**src/rtl/ifetch_queue_if.sv**
```systemverilog
// Fetch-side bus of the instruction prefetch queue.
// The slave modport is the queue itself. The master modport is whatever drives it:
// the PMEM data return, the EX redirect and the fetch-stage ready.
interface ifetch_queue_if #(
  parameter int unsigned PC_WIDTH        = 12,
  parameter int unsigned PMEM_WORD_WIDTH = 16,
  parameter int unsigned DEPTH_LOG2      = 2
);
  logic                       in_set_pc;
  logic [PC_WIDTH-1:0]        in_branch_pc;
  logic [PMEM_WORD_WIDTH-1:0] in_pmem_word;
  logic [PC_WIDTH-1:0]        out_pmem_addr;
  logic                       in_ready;
  logic                       out_valid;
  logic [PMEM_WORD_WIDTH-1:0] out_instr;
  logic [PC_WIDTH-1:0]        out_pc;
  logic [DEPTH_LOG2:0]        out_level;

  modport master (
    output in_set_pc, in_branch_pc, in_pmem_word, in_ready,
    input  out_pmem_addr, out_valid, out_instr, out_pc, out_level
  );

  modport slave (
    input  in_set_pc, in_branch_pc, in_pmem_word, in_ready,
    output out_pmem_addr, out_valid, out_instr, out_pc, out_level
  );
endinterface

```
**src/rtl/ifetch_queue.sv**
```systemverilog
// Instruction prefetch queue between program memory and the fetch stage.
// It drives the PMEM read address. It captures each registered read word with its PC in a
// small FIFO and presents the head entry to fetch through a valid/ready handshake.
// An EX redirect (in_set_pc) flushes the queue and restarts fetching at in_branch_pc.
// Optional macro IFQ_BYPASS_EN: when the FIFO is empty, the word returning from PMEM is
// presented directly to fetch. This saves one cycle of latency.
module ifetch_queue #(
  parameter int unsigned PC_WIDTH        = 12,
  parameter int unsigned PMEM_WORD_WIDTH = 16,
  parameter int unsigned PC_INCREMENT    = 2,
  parameter int unsigned DEPTH           = 4,
  parameter int unsigned DEPTH_LOG2      = 2,
  parameter int unsigned RESET_PC        = 0
) (
  input  logic                 clock,
  input  logic                 reset,
  ifetch_queue_if.slave        ifq_io
);

  localparam int unsigned CntW = DEPTH_LOG2 + 1;

  logic [PC_WIDTH-1:0]        fetch_pc_q, fetch_pc_d;
  logic [PC_WIDTH-1:0]        req_pc_q, req_pc_d;
  logic                       req_inflight_q, req_inflight_d;
  logic [DEPTH_LOG2-1:0]      rd_ptr_q, rd_ptr_d;
  logic [DEPTH_LOG2-1:0]      wr_ptr_q, wr_ptr_d;
  logic [CntW-1:0]            count_q, count_d;
  logic [PMEM_WORD_WIDTH-1:0] instr_mem_q [DEPTH];
  logic [PC_WIDTH-1:0]        pc_mem_q [DEPTH];

  logic            set_pc;
  logic [CntW:0]   occupancy;
  logic            issue;
  logic            head_valid;
  logic            bypass;
  logic            push;
  logic            pop;

  assign set_pc     = ifq_io.in_set_pc;
  // The in-flight read is counted as occupied, so the FIFO can never overflow.
  assign occupancy  = {1'b0, count_q} + {{CntW{1'b0}}, req_inflight_q};
  assign issue      = !set_pc && (occupancy < (CntW + 1)'(DEPTH));
  assign head_valid = (count_q != '0);

`ifdef IFQ_BYPASS_EN
  assign bypass = (count_q == '0) && req_inflight_q && !set_pc;
`else
  assign bypass = 1'b0;
`endif

  // A bypassed word that fetch accepts right away is never written to storage.
  assign push = req_inflight_q && !set_pc && !(bypass && ifq_io.in_ready);
  assign pop  = head_valid && ifq_io.in_ready && !set_pc;

  assign ifq_io.out_pmem_addr = fetch_pc_q;
  assign ifq_io.out_level     = count_q;

  // Head presentation: stored entry first, then the bypassed PMEM word, otherwise zeros.
  always_comb begin
    ifq_io.out_valid = 1'b0;
    ifq_io.out_instr = '0;
    ifq_io.out_pc    = '0;
    if (head_valid) begin
      ifq_io.out_valid = 1'b1;
      ifq_io.out_instr = instr_mem_q[rd_ptr_q];
      ifq_io.out_pc    = pc_mem_q[rd_ptr_q];
    end else if (bypass) begin
      ifq_io.out_valid = 1'b1;
      ifq_io.out_instr = ifq_io.in_pmem_word;
      ifq_io.out_pc    = req_pc_q;
    end
  end

  // Next-state logic: a redirect overrides issue, push and pop.
  always_comb begin
    fetch_pc_d     = fetch_pc_q;
    req_pc_d       = req_pc_q;
    req_inflight_d = req_inflight_q;
    rd_ptr_d       = rd_ptr_q;
    wr_ptr_d       = wr_ptr_q;
    count_d        = count_q;
    if (set_pc) begin
      fetch_pc_d     = ifq_io.in_branch_pc;
      req_inflight_d = 1'b0;
      rd_ptr_d       = '0;
      wr_ptr_d       = '0;
      count_d        = '0;
    end else begin
      if (issue) begin
        req_inflight_d = 1'b1;
        req_pc_d       = fetch_pc_q;
        fetch_pc_d     = fetch_pc_q + PC_WIDTH'(PC_INCREMENT);
      end else begin
        req_inflight_d = 1'b0;
      end
      if (push) begin
        wr_ptr_d = wr_ptr_q + DEPTH_LOG2'(1);
      end
      if (pop) begin
        rd_ptr_d = rd_ptr_q + DEPTH_LOG2'(1);
      end
      unique case ({push, pop})
        2'b10:   count_d = count_q + CntW'(1);
        2'b01:   count_d = count_q - CntW'(1);
        default: count_d = count_q;
      endcase
    end
  end

  // Control state register with asynchronous active-low reset.
  always_ff @(posedge clock or negedge reset) begin
    if (!reset) begin
      fetch_pc_q     <= PC_WIDTH'(RESET_PC);
      req_pc_q       <= '0;
      req_inflight_q <= 1'b0;
      rd_ptr_q       <= '0;
      wr_ptr_q       <= '0;
      count_q        <= '0;
    end else begin
      fetch_pc_q     <= fetch_pc_d;
      req_pc_q       <= req_pc_d;
      req_inflight_q <= req_inflight_d;
      rd_ptr_q       <= rd_ptr_d;
      wr_ptr_q       <= wr_ptr_d;
      count_q        <= count_d;
    end
  end

  // Entry storage. It has no reset because count_q gates visibility.
  always_ff @(posedge clock) begin
    if (push) begin
      instr_mem_q[wr_ptr_q] <= ifq_io.in_pmem_word;
      pc_mem_q[wr_ptr_q]    <= req_pc_q;
    end
  end

  push_never_full: assert property (@(posedge clock) disable iff (!reset)
      !(push && (count_q == CntW'(DEPTH))))
    else $error("ifetch_queue: push into full FIFO");

endmodule

```
**src/flat_wrapper.sv**
```systemverilog
// flat-port wrapper written by rule: the top's interface ports become plain ports
module ifetch_queue_flat 
#(
  parameter int unsigned PC_WIDTH        = 12,
  parameter int unsigned PMEM_WORD_WIDTH = 16,
  parameter int unsigned PC_INCREMENT    = 2,
  parameter int unsigned DEPTH           = 4,
  parameter int unsigned DEPTH_LOG2      = 2,
  parameter int unsigned RESET_PC        = 0
)
  (clock, reset, ifq_io_in_set_pc, ifq_io_in_branch_pc, ifq_io_in_pmem_word, ifq_io_in_ready, ifq_io_out_pmem_addr, ifq_io_out_valid, ifq_io_out_instr, ifq_io_out_pc, ifq_io_out_level);
  ifetch_queue_if #(.PC_WIDTH(PC_WIDTH), .PMEM_WORD_WIDTH(PMEM_WORD_WIDTH), .DEPTH_LOG2(DEPTH_LOG2)) ifq_io_i ();
  input  logic clock;
  input  logic reset;
  input wire logic [$bits(ifq_io_i.in_set_pc)-1:0] ifq_io_in_set_pc;
  input wire logic [$bits(ifq_io_i.in_branch_pc)-1:0] ifq_io_in_branch_pc;
  input wire logic [$bits(ifq_io_i.in_pmem_word)-1:0] ifq_io_in_pmem_word;
  input wire logic [$bits(ifq_io_i.in_ready)-1:0] ifq_io_in_ready;
  output wire logic [$bits(ifq_io_i.out_pmem_addr)-1:0] ifq_io_out_pmem_addr;
  output wire logic [$bits(ifq_io_i.out_valid)-1:0] ifq_io_out_valid;
  output wire logic [$bits(ifq_io_i.out_instr)-1:0] ifq_io_out_instr;
  output wire logic [$bits(ifq_io_i.out_pc)-1:0] ifq_io_out_pc;
  output wire logic [$bits(ifq_io_i.out_level)-1:0] ifq_io_out_level;
  assign ifq_io_i.in_set_pc = ifq_io_in_set_pc;
  assign ifq_io_i.in_branch_pc = ifq_io_in_branch_pc;
  assign ifq_io_i.in_pmem_word = ifq_io_in_pmem_word;
  assign ifq_io_i.in_ready = ifq_io_in_ready;
  assign ifq_io_out_pmem_addr = ifq_io_i.out_pmem_addr;
  assign ifq_io_out_valid = ifq_io_i.out_valid;
  assign ifq_io_out_instr = ifq_io_i.out_instr;
  assign ifq_io_out_pc = ifq_io_i.out_pc;
  assign ifq_io_out_level = ifq_io_i.out_level;
  ifetch_queue #(.PC_WIDTH(PC_WIDTH), .PMEM_WORD_WIDTH(PMEM_WORD_WIDTH), .PC_INCREMENT(PC_INCREMENT), .DEPTH(DEPTH), .DEPTH_LOG2(DEPTH_LOG2), .RESET_PC(RESET_PC)) u_core (.clock(clock), .reset(reset), .ifq_io(ifq_io_i));
endmodule
```
**config.mk**
```make
export PLATFORM = sky130hd
export DESIGN_NAME = ifetch_queue_flat
export DESIGN_NICKNAME = d
export VERILOG_FILES = /design/src/rtl/ifetch_queue_if.sv /design/src/rtl/ifetch_queue.sv /design/src/flat_wrapper.sv
export SDC_FILE = /design/constraint.sdc
export NUM_CORES = 1
export LEC_CHECK = 0
export CORE_MARGIN = 4
export CORE_UTILIZATION = 44
export CTS_CLUSTER_SIZE = 12
export DETAILED_ROUTE_END_ITERATION = 10
export PLACE_DENSITY = 0.8
export SKIP_LAST_GASP = 1
export SYNTH_ARGS = -nofsm -noshare
export SYNTH_HDL_FRONTEND = slang
export SYNTH_SLANG_ARGS = --single-unit
```
**constraint.sdc**
```tcl
create_clock -name clock -period 1.69 [get_ports clock]
set_input_delay 0.338 -clock clock [delete_from_list [all_inputs] [get_ports clock]]
set_output_delay 0.338 -clock clock [all_outputs]
set_load 0.03 [all_outputs]
```
**Yosys cells after proc, flatten, opt, wreduce, memory -nomap -nowiden**

Memory sizes are Yosys's and may differ from the RTL's.
Index checks and enable logic that the tools add are counted.

- Reductions and logical operators: 11
- $lt $le $gt $ge: 1
- Add/subtract/negate cells: 6
- Eq/ne operators: 2
- Muxes and demuxes: 15
- Bitwise gates (word level): 1

Operator list:

| operator | number |
|---|---|
| two-way mux 12 bit | 3 |
| two-way mux 16 bit | 1 |
| adder 12 x 2 -> 12 bit, second input constant | 1 |
| two-way mux 2 bit | 4 |
| case mux 3 bit (2 select lines) | 1 |
| nonzero test 2 bit | 3 |
| nonzero test 3 bit | 2 |
| two-way mux 1 bit | 5 |
| adder 2 x 1 -> 2 bit, second input constant | 2 |
| adder 3 x 1 -> 4 bit | 1 |
| logical AND 1 bit | 4 |
| < comparator 4 x 3 -> 1 bit, second input constant | 1 |
| adder 3 x 1 -> 3 bit, second input constant | 1 |
| two-way mux 3 bit | 1 |
| subtractor 3 x 1 -> 3 bit, second input constant | 1 |
| == test 2 x 1 -> 1 bit, second input constant | 1 |
| == test 2 bit, second input constant | 1 |
| AND reduction 2 bit | 1 |
| logical NOT 1 bit | 1 |
| NOT 1 bit | 1 |

- Bits of input ports: 32
- Memories kept: 2
- Word-level logic and storage cells: 44
- Output and inout bits: 44
- Memory bits (writable): 112
- Register bits: 32

Memory list:

| name | words | bits a word | rd ports | clocked after Yosys merged registers in | write ports | line | text |
|---|---|---|---|---|---|---|---|
| u_core.instr_mem_q | 4 | 16 | 1 | 0 | 1 | ifetch_queue.sv:28 | `logic [PMEM_WORD_WIDTH-1:0] instr_mem_q [DEPTH];` |
| u_core.pc_mem_q | 4 | 12 | 1 | 0 | 1 | ifetch_queue.sv:29 | `logic [PC_WIDTH-1:0] pc_mem_q [DEPTH];` |

**Logic depth before layout (Yosys ltp)**

- Depth after elaboration: 6
- Depth in mapped cells: 7

**Worst setup path before layout**

No wires, ideal clock.

- Path type: flip-flop to output port
- Start point: register u_core.count_q[0], in the netlist u_core.ifq_io.out_level[0]
- End point: output port ifq_io_out_instr[10]
- Stages on the path, launching flop included: 4
- Setup slack: -378 ps
- Arrival: 1730 ps
- Cell sequence: dfrtp_1 or3_2 clkbuf_1 and2_1

- Cells in the longest elaborated chain, start to end: 2

Ends and longest elaborated chain:

| item | line | text |
|---|---|---|
| from (decl) | ifetch_queue.sv:27 | `logic [CntW-1:0] count_q, count_d;` |
| from (signal assigned) | ifetch_queue.sv:125 | `count_q <= count_d;` |
| nonzero test 3 bit | ifetch_queue.sv:43 | `assign head_valid = (count_q != '0);` |
| two-way mux 16 bit | ifetch_queue.sv:63 | `if (head_valid) begin` |
| to (decl) | flat_wrapper.sv:21 | `output wire logic [$bits(ifq_io_i.out_instr)-1:0] ifq_io_out_instr;` |

Every way passes these cells.

**Final worst setup path**

- Start point: register u_core.rd_ptr_q[0]
- End point: output port ifq_io_out_pc[9]

- Cells in the longest elaborated chain, start to end: 2

Ends and longest elaborated chain:

| item | line | text |
|---|---|---|
| from (decl) | ifetch_queue.sv:25 | `logic [DEPTH_LOG2-1:0] rd_ptr_q, rd_ptr_d;` |
| from (signal assigned) | ifetch_queue.sv:123 | `rd_ptr_q <= rd_ptr_d;` |
| memory (4 x 12 bit) | - |  |
| two-way mux 12 bit | ifetch_queue.sv:63 |  |
| to (decl) | flat_wrapper.sv:22 | `output wire logic [$bits(ifq_io_i.out_pc)-1:0] ifq_io_out_pc;` |

Every way passes these cells.

==> flow_summary.json <==
{
  "dominant_register_cell_in_the_synthesized_netlist": "sky130_fd_sc_hd__edfxtp_1",
  "final-setup-viol-count": 29,
  "antenna_found_initial": 0,
  "n_fill_cell": 895,
  "irDropWorstVdd_mv": 0.779,
  "critPathMaxFanout": 8,
  "ys_warn_count": 0,
  "fin_setup_tns_ns": -15.20,
  "die_height_um": 123,
  "avgSynthCellArea_um2": 18.5,
  "classification_of_the_worst_slack_hold_path": "primary input to async pin",
  "tritoncts_clock_tree": "done",
  "drive_gt1_share_pct": 42.3,
  "synth_nets": 351,
  "ant_diodes": 0,
  "areaGrowthSynthToFinish_pct": 36.0,
  "antenna_violating_nets_post_route": 0,
  "global_route.usage.total_pct": 16.4,
  "worst_slew_margin_rel_pct": 73.7,
  "drt_pre_antenna_iters": 4,
  "async_reset_ff_share_pct": 22.2,
  "minimum_period_implied_by_the_final_worst_setup_slack_ns": 2.26,
  "synth-seq-cells": 144,
  "worst-endpoint-required_ns": 1.35,
  "number_of_cts_inserted_buffers": 17,
  "finalWorstSetupSlack_ns": -0.570,
  "overflow": 0,
  "final.period_utilization_pct": 134,
  "cellLeakagePower_nw": 2.88,
  "first_global_vias": 3401,
  "cts.htree.levels": 4,
  "placement_rows": 41,
  "num-nets-final": 469,
  "dp_cells": 575,
  "placeableCoreArea_mm2": 0.0128,
  "max_buffers_root_to_sink": 2,
  "clock-skew-final_ns": 0.00767,
  "design_power_total_mw": 13.8,
  "synth_cells": 313,
  "port_buffers": 75,
  "clock-root-buffer": "sky130_fd_sc_hd__clkbuf_16",
  "die_area_mm2": 0.0151,
  "clock_latency_ns": 0.40,
  "routed_wirelength_mm": 11.2,
  "drt_iter0_markers": 228,
  "avgViaCountPerCell": 5.08,
  "synth.cell_area_mm2": 0.00580,
  "crit_path_start_kind": "flip-flop",
  "multi_input_comb_area_mm2": 0.00166,
  "layout.cells.non_filler": 616,
  "finalHoldViolations": 0,
  "global_route_wire_length_before_repair_mm": 18.4,
  "regArea_mm2": 0.00417,
  "initial_utilization_pct": 45.4,
  "detailroute.via_count": 3130,
  "setup_repair_after_global_routing_missed_its_margin": "true",
  "routedWlPerCell_um": 18.2,
  "final_weighted_congestion_in_routability_driven_placement": 0.757,
  "actual_slew_at_the_worst_max_slew_pin_ns": 0.395,
  "post-dp-hpwl_mm": 7.17,
  "grt_start_max_net_pins": 33,
  "slew_viol_final": 0,
  "cts.clk_slew.worst_paths_ns": 0.06,
  "ios": 76,
  "cellPowerDensity_mw_per_mm2": 1750,
  "fmaxAchievable_mhz": 442,
  "synth.yosys.seq_area_share_pct": 71.8,
  "synth_cell_types": 33,
  "failed_checks": "negative setup slack",
  "die_span_x_um": 123,
  "timing_worst_setup_path_type": "flip-flop to primary output",
  "critical_path.endpoint_type": "primary output",
  "synth_edf_count": 112,
  "arrival_time_reported_for_the_critical_path_endpoint_ns": 1.92,
  "drc": 0,
  "max_cap_violations": 0,
  "cts_sinks": 144,
  "run_status": "finished, violations left"
}
[critical path, cell delays in order, from the launching register on]
cell and delay (ns):
sky130_fd_sc_hd__dfrtp_2 0.41, sky130_fd_sc_hd__buf_12 0.14, sky130_fd_sc_hd__buf_12 0.14, sky130_fd_sc_hd__mux4_2 0.52, sky130_fd_sc_hd__and2_4 0.18, sky130_fd_sc_hd__buf_6 0.13
[cells in the final DEF, fill, tap and decap left out, drive strengths merged, types with 5 or more instances in the layout]
master	synthesis	layout
and2	34	34
dlygate4sd2	0	11
clkinv	0	8
xor2	9	9
buf	7	68
ha	5	5
nand2	10	10
mux4	28	28
o21ai	11	11
nor2	7	7
nand4	5	5
edfxtp	112	112
clkbuf	7	19
mux2	14	14
dfrtp	32	32
clkdlybuf4s50	0	31
[power breakdown]
| group | switching, mW | internal, mW |
|---|---|---|
| logic | 2.53 | 2.85 |
| registers | 0.348 | 4.41 |
| clock network | 1.37 | 2.31 |
| total | 4.25 | 9.58 |
[logic make-up (layout without fill, tap and decap cells)]
group,Yosys count,in the layout,share of synthesized area (%)
AO/OA/AOI/OAI,15,15,1.94
XOR/XNOR,13,13,1.96
adder cells (fa/ha/maj),6,6,1.42
buffers and inverters,17,148,1.40
flip-flops,144,144,71.8
multiplexers,45,45,14.1
AND/OR/NAND/NOR,73,73,7.38
[per-stage QoR]
| step | cell area [um^2] | utilization [%] | hold WS [ns] | worst slack [ns] |
|---|---|---|---|---|
| final | 7890 | 61.8 | 0.327 | -0.570 |
| after global routing | 7890 | 61.8 | 0.359 | -0.644 |
| after CTS | 7870 | 61.6 | 0.333 | -0.581 |
| after detailed placement | 7110 | 55.6 | 0.507 | -0.263 |
| after global placement | 7110 | 55.6 | 0.497 | -0.223 |
| after floorplan | 5910 | - | 0.0424 | -0.140 |
[area by class of cell]
type	count	share of cell area, %
clock buffer	18	5.44
clock inverter	14	2.09
inverter	3	0.143
multi-input combinational	152	21.0
sequential	144	52.9
tap	172	2.73
timing repair buffer	113	15.7
[cell usage after synthesis, types with 2 or more instances]
| cell | number | area, um^2 |
|---|---|---|
| sky130_fd_sc_hd__o21ai_0 | 11 | 55.1 |
| sky130_fd_sc_hd__nor3_1 | 4 | 20.0 |
| sky130_fd_sc_hd__and4_1 | 2 | 17.5 |
| sky130_fd_sc_hd__nand3_1 | 4 | 20.0 |
| sky130_fd_sc_hd__and3_1 | 3 | 18.8 |
| sky130_fd_sc_hd__edfxtp_1 | 112 | 3360 |
| sky130_fd_sc_hd__mux2i_1 | 3 | 30.0 |
| sky130_fd_sc_hd__nor2_1 | 7 | 26.3 |
| sky130_fd_sc_hd__nand4_1 | 4 | 25.0 |
| sky130_fd_sc_hd__xnor2_1 | 4 | 35.0 |
| sky130_fd_sc_hd__inv_1 | 3 | 11.3 |
| sky130_fd_sc_hd__ha_1 | 5 | 62.6 |
| sky130_fd_sc_hd__nand2_1 | 10 | 37.5 |
| sky130_fd_sc_hd__dfrtp_1 | 32 | 801 |
| sky130_fd_sc_hd__xor2_1 | 9 | 78.8 |
| sky130_fd_sc_hd__clkbuf_1 | 7 | 26.3 |
| sky130_fd_sc_hd__buf_2 | 5 | 25.0 |
| sky130_fd_sc_hd__mux4_2 | 28 | 631 |
| sky130_fd_sc_hd__and2_1 | 33 | 206 |
| sky130_fd_sc_hd__mux2_2 | 14 | 158 |
[timing repair]
action                     CTS  global route
gates resized for setup     56            10
pin swaps                    0             4
setup endpoints to repair   45            70
gates cloned                 2             0
hold buffers                 0             0
buffers inserted             5             3
[registers in the layout, summed over array words and instances (netlist names)]
signal,count
u_core.ifq_io.out_level,3
u_core.req_inflight_q,1
u_core.wr_ptr_q,2
u_core.req_pc_q,12
u_core.instr_mem_q,64
u_core.pc_mem_q,48
u_core.rd_ptr_q,2
u_core.ifq_io.out_pmem_addr,12
[routing by layer]
metal,track usage [%],part of all wire (%),up-vias
li1,-,-,1445
met1,21.9,44,1581
met2,26.5,51,97
met3,4.42,5.0,7
met4,5.04,0.58,0
met5,0,0,-
[final timing paths]
kind,slack (ns),to,startpoint,depth (start not counted)
max,-0.57,ifq_io_out_pc[9],u_core.rd_ptr_q[0]$_DFFE_PN0P_,5
min,0.33,u_core.ifq_io.out_pmem_addr[9]$_DFFE_PN0N_,reset,2
max reg2reg,-0.07,u_core.ifq_io.out_level[2]$_DFFE_PN0P_,u_core.ifq_io.out_level[2]$_DFFE_PN0P_,7
min reg2reg,0.52,u_core.pc_mem_q[1][1]$_DFFE_PP_,u_core.req_pc_q[1]$_DFFE_PN0P_,0
max in group asynchronous,1.04,u_core.ifq_io.out_level[0]$_DFFE_PN0P_,reset,2
min in group clock,0.50,u_core.ifq_io.out_pmem_addr[7]$_DFFE_PN0N_,ifq_io_in_branch_pc[7],3
(Power assumes the default switching activity.)
